File: config.mk
export PLATFORM = sky130hd
export DESIGN_NAME = riscv_mem_arbiter_n
export DESIGN_NICKNAME = d
export VERILOG_FILES = /design/src/rtl/riscv_mem_arbiter_n_pkg.sv /design/src/rtl/riscv_mem_arbiter_n_pick.sv /design/src/rtl/riscv_mem_arbiter_n.sv
export SDC_FILE = /design/constraint.sdc
export NUM_CORES = 1
export LEC_CHECK = 0
export BUFFER_PORTS_ARGS = -buffer_cell sky130_fd_sc_hd__clkbuf_2
export CORE_MARGIN = 3
export CORE_UTILIZATION = 46
export DETAILED_ROUTE_END_ITERATION = 7
export GPL_TIMING_DRIVEN = 1
export PLACE_DENSITY = 0.93
export SYNTH_ARGS = -nofsm -noshare
export SYNTH_HDL_FRONTEND = slang
export SYNTH_SLANG_ARGS = --single-unit
File: constraint.sdc
create_clock -name clk -period 3.75 [get_ports clk]
set_input_delay 0.1875 -clock clk [delete_from_list [all_inputs] [get_ports clk]]
set_output_delay 0.1875 -clock clk [all_outputs]
set_load 0.005 [all_outputs]
File: src/rtl/riscv_mem_arbiter_n_pkg.sv
// Shared widths and output-stage state encodings for the N-channel memory arbiter.
package riscv_mem_arbiter_n_pkg;

    localparam int MEM_ADDR_BITS = 32;
    localparam int MEM_TAG_BITS  = 4;

    typedef enum logic {
        ARB_EMPTY = 1'b0,
        ARB_FULL  = 1'b1
    } arb_state_e;

    // Pointer width stays at least one bit so a degenerate channel count still elaborates.
    function automatic int ptr_width(input int n);
        return (n > 1) ? $clog2(n) : 1;
    endfunction

endpackage

File: src/rtl/riscv_mem_arbiter_n_pick.sv
// Grant picker for the memory arbiter: fixed lowest-index priority by default,
// round-robin starting at ptr_i when RISCV_ARB_RR_EN is defined.
module riscv_arb_pick
    import riscv_mem_arbiter_n_pkg::*;
#(
    parameter int NUM_CH = 2,
    parameter int PTR_W  = ptr_width(NUM_CH)
) (
    input  logic [NUM_CH-1:0] eligible_i,
    input  logic [PTR_W-1:0]  ptr_i,
    output logic [NUM_CH-1:0] grant_o
);

    logic found;

`ifdef RISCV_ARB_RR_EN
    // Offset k from ptr is visited in order; the first eligible channel wins.
    always_comb begin
        grant_o = '0;
        found   = 1'b0;
        for (int k = 0; k < NUM_CH; k++) begin
            for (int i = 0; i < NUM_CH; i++) begin
                if (!found && eligible_i[i] && (((int'(ptr_i) + k) % NUM_CH) == i)) begin
                    grant_o[i] = 1'b1;
                    found      = 1'b1;
                end
            end
        end
    end
`else
    logic unused_ptr;
    assign unused_ptr = ^ptr_i;

    always_comb begin
        grant_o = '0;
        found   = 1'b0;
        for (int i = 0; i < NUM_CH; i++) begin
            if (!found && eligible_i[i]) begin
                grant_o[i] = 1'b1;
                found      = 1'b1;
            end
        end
    end
`endif

endmodule

File: src/rtl/riscv_mem_arbiter_n.sv
// N-channel memory request arbiter with a one-entry output register and per-channel
// outstanding-request counters. Define RISCV_ARB_RR_EN for a round-robin picker.
module riscv_mem_arbiter_n
    import riscv_mem_arbiter_n_pkg::*;
#(
    parameter int NUM_CH    = 2,
    parameter int ADDR_BITS = MEM_ADDR_BITS,
    parameter int TAG_BITS  = MEM_TAG_BITS,
    parameter int MAX_OUTST = 4
) (
    input  logic                        clk,
    input  logic                        reset,
    input  logic [NUM_CH-1:0]           req_valid,
    output logic [NUM_CH-1:0]           req_ready,
    input  logic [NUM_CH-1:0]           req_rw,
    input  logic [NUM_CH*ADDR_BITS-1:0] req_addr,
    output logic [NUM_CH-1:0]           resp_valid,
    output logic                        mem_req_valid,
    input  logic                        mem_req_ready,
    output logic                        mem_req_rw,
    output logic [ADDR_BITS-1:0]        mem_req_addr,
    output logic [TAG_BITS-1:0]         mem_req_tag,
    input  logic                        mem_resp_valid,
    input  logic [TAG_BITS-1:0]         mem_resp_tag
);

    localparam int CW    = $clog2(MAX_OUTST + 1);
    localparam int PTR_W = ptr_width(NUM_CH);

    arb_state_e                state_q, state_d;
    logic [NUM_CH-1:0][CW-1:0] outst_q, outst_d;
    logic                      rw_q, rw_d;
    logic [ADDR_BITS-1:0]      addr_q, addr_d;
    logic [TAG_BITS-1:0]       tag_q, tag_d;

    logic [NUM_CH-1:0]         eligible;
    logic [NUM_CH-1:0]         grant;
    logic [PTR_W-1:0]          ptr;
    logic                      can_accept;
    logic                      hs;
    logic [TAG_BITS-1:0]       win;
    logic                      win_rw;
    logic [ADDR_BITS-1:0]      win_addr;

    always_comb begin
        for (int i = 0; i < NUM_CH; i++) begin
            eligible[i]   = req_valid[i] && (outst_q[i] < CW'(MAX_OUTST));
            resp_valid[i] = mem_resp_valid && (mem_resp_tag == TAG_BITS'(i));
        end
    end

    riscv_arb_pick #(
        .NUM_CH (NUM_CH),
        .PTR_W  (PTR_W)
    ) u_pick (
        .eligible_i (eligible),
        .ptr_i      (ptr),
        .grant_o    (grant)
    );

    // Output-stage FSM: state register.
    always_ff @(posedge clk) begin
        if (reset) begin
            state_q <= ARB_EMPTY;
        end else begin
            state_q <= state_d;
        end
    end

    // Output-stage FSM: next state. In FULL a handshake implies mem_req_ready.
    always_comb begin
        state_d = state_q;
        case (state_q)
            ARB_EMPTY: if (hs) state_d = ARB_FULL;
            ARB_FULL:  if (mem_req_ready && !hs) state_d = ARB_EMPTY;
            default:   state_d = ARB_EMPTY;
        endcase
    end

    // Output-stage FSM: outputs. The register can take a new entry when empty
    // or when its current entry is leaving this cycle.
    always_comb begin
        mem_req_valid = (state_q == ARB_FULL);
        can_accept    = !reset && ((state_q == ARB_EMPTY) || mem_req_ready);
        req_ready     = can_accept ? grant : '0;
        hs            = |req_ready;
    end

    always_comb begin
        win      = '0;
        win_rw   = 1'b0;
        win_addr = '0;
        for (int i = 0; i < NUM_CH; i++) begin
            if (grant[i]) begin
                win      = TAG_BITS'(i);
                win_rw   = req_rw[i];
                win_addr = req_addr[i*ADDR_BITS +: ADDR_BITS];
            end
        end
    end

    always_comb begin
        rw_d   = hs ? win_rw   : rw_q;
        addr_d = hs ? win_addr : addr_q;
        tag_d  = hs ? win      : tag_q;
    end

    // A simultaneous issue and response cancel; a stray response never drives a count below zero.
    always_comb begin
        for (int i = 0; i < NUM_CH; i++) begin
            outst_d[i] = outst_q[i];
            if (req_ready[i] && !resp_valid[i]) begin
                outst_d[i] = outst_q[i] + 1'b1;
            end else if (resp_valid[i] && !req_ready[i] && (outst_q[i] != '0)) begin
                outst_d[i] = outst_q[i] - 1'b1;
            end
        end
    end

    always_ff @(posedge clk) begin
        if (reset) begin
            outst_q <= '0;
            rw_q    <= 1'b0;
            addr_q  <= '0;
            tag_q   <= '0;
        end else begin
            outst_q <= outst_d;
            rw_q    <= rw_d;
            addr_q  <= addr_d;
            tag_q   <= tag_d;
        end
    end

    assign mem_req_rw   = rw_q;
    assign mem_req_addr = addr_q;
    assign mem_req_tag  = tag_q;

`ifdef RISCV_ARB_RR_EN
    logic [PTR_W-1:0] ptr_q, ptr_d;

    always_comb begin
        ptr_d = ptr_q;
        if (hs) ptr_d = PTR_W'((int'(win) + 1) % NUM_CH);
    end

    always_ff @(posedge clk) begin
        if (reset) begin
            ptr_q <= '0;
        end else begin
            ptr_q <= ptr_d;
        end
    end

    assign ptr = ptr_q;
`else
    assign ptr = '0;
`endif

endmodule

==> impl_metrics.py <==
metrics = {
    "synth": {
        "yosys.area.top_type": "dfxtp_1",
        "netlist_area_um2": 1920,
        "synth_seq_cells": 41,
        "ys_seq_area_share_pct": 42.8,
        "ys_warn_count": 0,
        "synth_cells": 214,
        "avgSynthCellArea_um2": 8.95,
        "synth_top_area_share_pct": 42.8,
        "synth_area_leaders": "dfxtp_1, a211oi_1, a22oi_1",
        "ys_types": 39,
    },
    "die": {
        "coreArea_um2": 3830,
        "die_h_um": 70.5,
        "rows": 22,
        "start_util_pct": 50.1,
        "ios": 118,
        "die_x_um": 70.5,
        "dieArea_um2": 4970,
    },
    "finish": {
        "area.growth.synth_to_final_pct": 33.4,
        "fillers": 345,
        "num_antenna_cells": 0,
        "drive_gt1_share_pct": 40.6,
        "utilization_pct": 66.8,
        "nNetsFinal": 397,
    },
    "clocking": {
        "cts_inserted_buffers": 5,
        "cts_root_buf": "clkbuf_8",
        "cts.sinks": 41,
        "clk_path_buf_depth": 2,
        "path_clk_slew_ns": 0.07,
        "cts_setup_buffers": 0,
        "clk_latency_ns": 0.27,
        "post_cts_resized": 0,
        "cts_tree": "built",
        "cts_hold_buf": 0,
        "h-tree-depth": 2,
    },
    "min_path": {
        "min-delay-start": "req_addr[58]",
        "min-delay-path-class": "input port to flip-flop",
        "hold_path_depth": 3,
        "holdPathEnd": "mem_req_addr[26]",
    },
    "timing": {
        "tightest_slew_ns": 0.840,
        "fmax_ghz": 0.413,
        "hold_ws_ns": 0.260,
        "period_share_pct": 64.6,
        "rsz0062_at_grt": "false",
        "setup_viol_count_final": 0,
        "setup-tns-final_ns": 0,
        "hold_viol": 0,
        "finClkSkew_ns": 0.00484,
        "slew_headroom_pct": 44.0,
        "min_period_ns": 2.42,
        "final_max_slew_viol_count": 0,
    },
    "worst_setup_path": {
        "cp.required_ns": 3.94,
        "reg2reg_to": "outst_q[2]",
        "startpoint_type": "flip-flop",
        "crit_type": "flip-flop to flip-flop",
        "cpPeakStageDelay_ns": 0.65,
        "end_kind": "flip-flop",
        "ff2ff_path_depth": 6,
        "crit_chain": "nor2b_2 -> o2111ai_1 -> fa_1 -> nor4_1 -> a31oi_1 -> a21oi_1",
        "r2r-start": "outst_q[2]",
        "rrSetupSlack_ns": 1.33,
        "cp_max_fo": 18,
        "slowest_stage": "nor2b_2",
        "cp.arrival_ns": 2.62,
    },
    "global_routing": {
        "overflow": 0,
        "antenna_found_initial": 0,
        "grt_pass1_vias": 1879,
        "grt_pass1_wl_mm": 8.35,
        "grt_use_total_pct": 20.5,
        "grt_max_degree": 68,
    },
    "power_and_ir_drop": {
        "seq_power_share_pct": 50.6,
        "leakage_nw": 1.18,
        "clkPwrFrac_pct": 26.6,
        "switching_share_pct": 27.4,
        "switchingPower_mw": 0.270,
        "p_int_mw": 0.714,
        "peakVddDrop_v": 0.000267,
        "combPwrFrac_pct": 22.8,
        "p_per_area_nw_per_um2": 385,
    },
    "drt": {
        "drt-pass1-iter-count": 4,
        "viasPerCell": 5.45,
        "drtIter0Drc": 92,
        "vias": 2004,
        "wire_per_inst_um": 13.8,
        "ant_nets": 0,
        "drc": 0,
        "totalWireLength_mm": 5.08,
    },
    "run": {
        "maxCapViolations": 0,
    },
    "placement": {
        "port_buffers": 114,
        "gp_congestion": 0.805,
        "dp_hpwl_mm": 3.79,
    },
    "status": {
        "status": "completed",
    },
}
[metal layers]
metal / vias up / global-route usage (%) / share of wire [%]
met5: - / 0 / 0
met4: 0 / 7.10 / 1.8
li1: 1013 / - / -
met1: 889 / 22.8 / 38
met3: 8 / 4.12 / 7.9
met2: 94 / 38.5 / 52
[Yosys cell counts, drive strengths merged]
cell type	instances
nor3	3
fa	2
nand2b	1
o211ai	1
inv	5
nand2	4
conb	1
or2b	1
o2111ai	1
and3	1
dfxtp	41
a31oi	2
o311a	1
o32ai	1
nor4	1
xor2	1
a21oi	2
or3	1
nor2	39
o21a	2
clkbuf	11
nor4b	2
and2	1
buf	10
a22oi	33
a211oi	34
nor2b	2
a31o	1
or4b	1
a32oi	1
o21ai	4
o21bai	1
a311o	1
nor3b	1
[cells by family (layout without fill, tap and decap cells)]
logic type | after synthesis | in the layout | share of synthesized area (%)
DFF | 41 | 41 | 42.8
and+or+nand+nor | 58 | 58 | 14.4
other | 1 | 3 | 0.196
xor gates and xnor gates | 1 | 1 | 0.457
buffers and inverters | 26 | 130 | 6.66
AOI/OAI and AO/OA | 85 | 85 | 33.4
adders and majority gates | 2 | 2 | 2.09
[how the worst max path moves through the flow]
stage,end,cells after the start,slack [ns],from
floorplan,outst_q[5],8,1.89,outst_q[2]
global placement,outst_q[2],6,1.46,outst_q[2]
detailed placement,outst_q[2],6,1.34,outst_q[2]
CTS,outst_q[2],6,1.32,outst_q[2]
global route,outst_q[2],6,1.09,outst_q[2]
finish,outst_q[2],6,1.33,outst_q[2]
[final cells by class]
| cell class | instances | area [um2] | share of cell area, % |
|---|---|---|---|
| Multi-Input combinational cell | 149 | 982 | 38.4 |
| Sequential cell | 41 | 821 | 32.1 |
| Timing Repair Buffer | 117 | 593 | 23.2 |
| Clock buffer | 8 | 80.1 | 3.13 |
| Tap cell | 48 | 60.1 | 2.35 |
| Inverter | 5 | 18.8 | 0.735 |
[worst max-delay path: cells and delay by family, from the launching register on]
family / cells / cell delay (ns)
and+or+nand+nor: 2 / 0.93
AOI/OAI and AO/OA: 3 / 0.57
adders and majority gates: 1 / 0.49
DFF: 1 / 0.34
[stage by stage]
step | worst slack, ns | std cells | power [mW] | area [um2]
6_report | 1.33 | 368 | 0.984 | 2550
5_1_grt | 1.09 | 368 | 1.05 | 2550
4_1_cts | 1.32 | 368 | 0.995 | 2550
3_5_place_dp | 1.34 | 360 | 0.733 | 2470
3_3_place_gp | 1.46 | 360 | 0.724 | 2470
2_1_floorplan | 1.89 | 216 | 0.636 | 1920
[flip-flops by register name (all words and copies together), names as in the netlist]
register       flops
mem_req_valid      1
mem_req_rw         1
outst_q            6
mem_req_addr      32
mem_req_tag        1
[power by group through the flow]
stage	clock, mW	sequential (mW)	combinational, mW
6_report	0.262	0.498	0.224
5_1_grt	0.292	0.503	0.253
4_1_cts	0.271	0.498	0.226
3_5_place_dp	0	0.507	0.225
3_3_place_gp	0	0.506	0.218
2_1_floorplan	0	0.508	0.128
[placed cells by master (no fill, tap or decap), types with 2 or more instances in the layout]
cell | netlist | layout
nand2_1 | 4 | 4
fa_1 | 2 | 2
inv_1 | 5 | 5
a31oi_1 | 2 | 2
o21ai_0 | 3 | 3
a22oi_1 | 33 | 33
nor3_1 | 3 | 3
dfxtp_1 | 41 | 41
conb_1 | 1 | 3
nor4b_1 | 2 | 2
a211oi_1 | 33 | 33
clkbuf_8 | 1 | 5
a21oi_1 | 2 | 2
clkbuf_1 | 10 | 3
buf_4 | 3 | 3
nor2_1 | 39 | 39
clkbuf_2 | 0 | 114
Power figures use the tool's default switching activity.
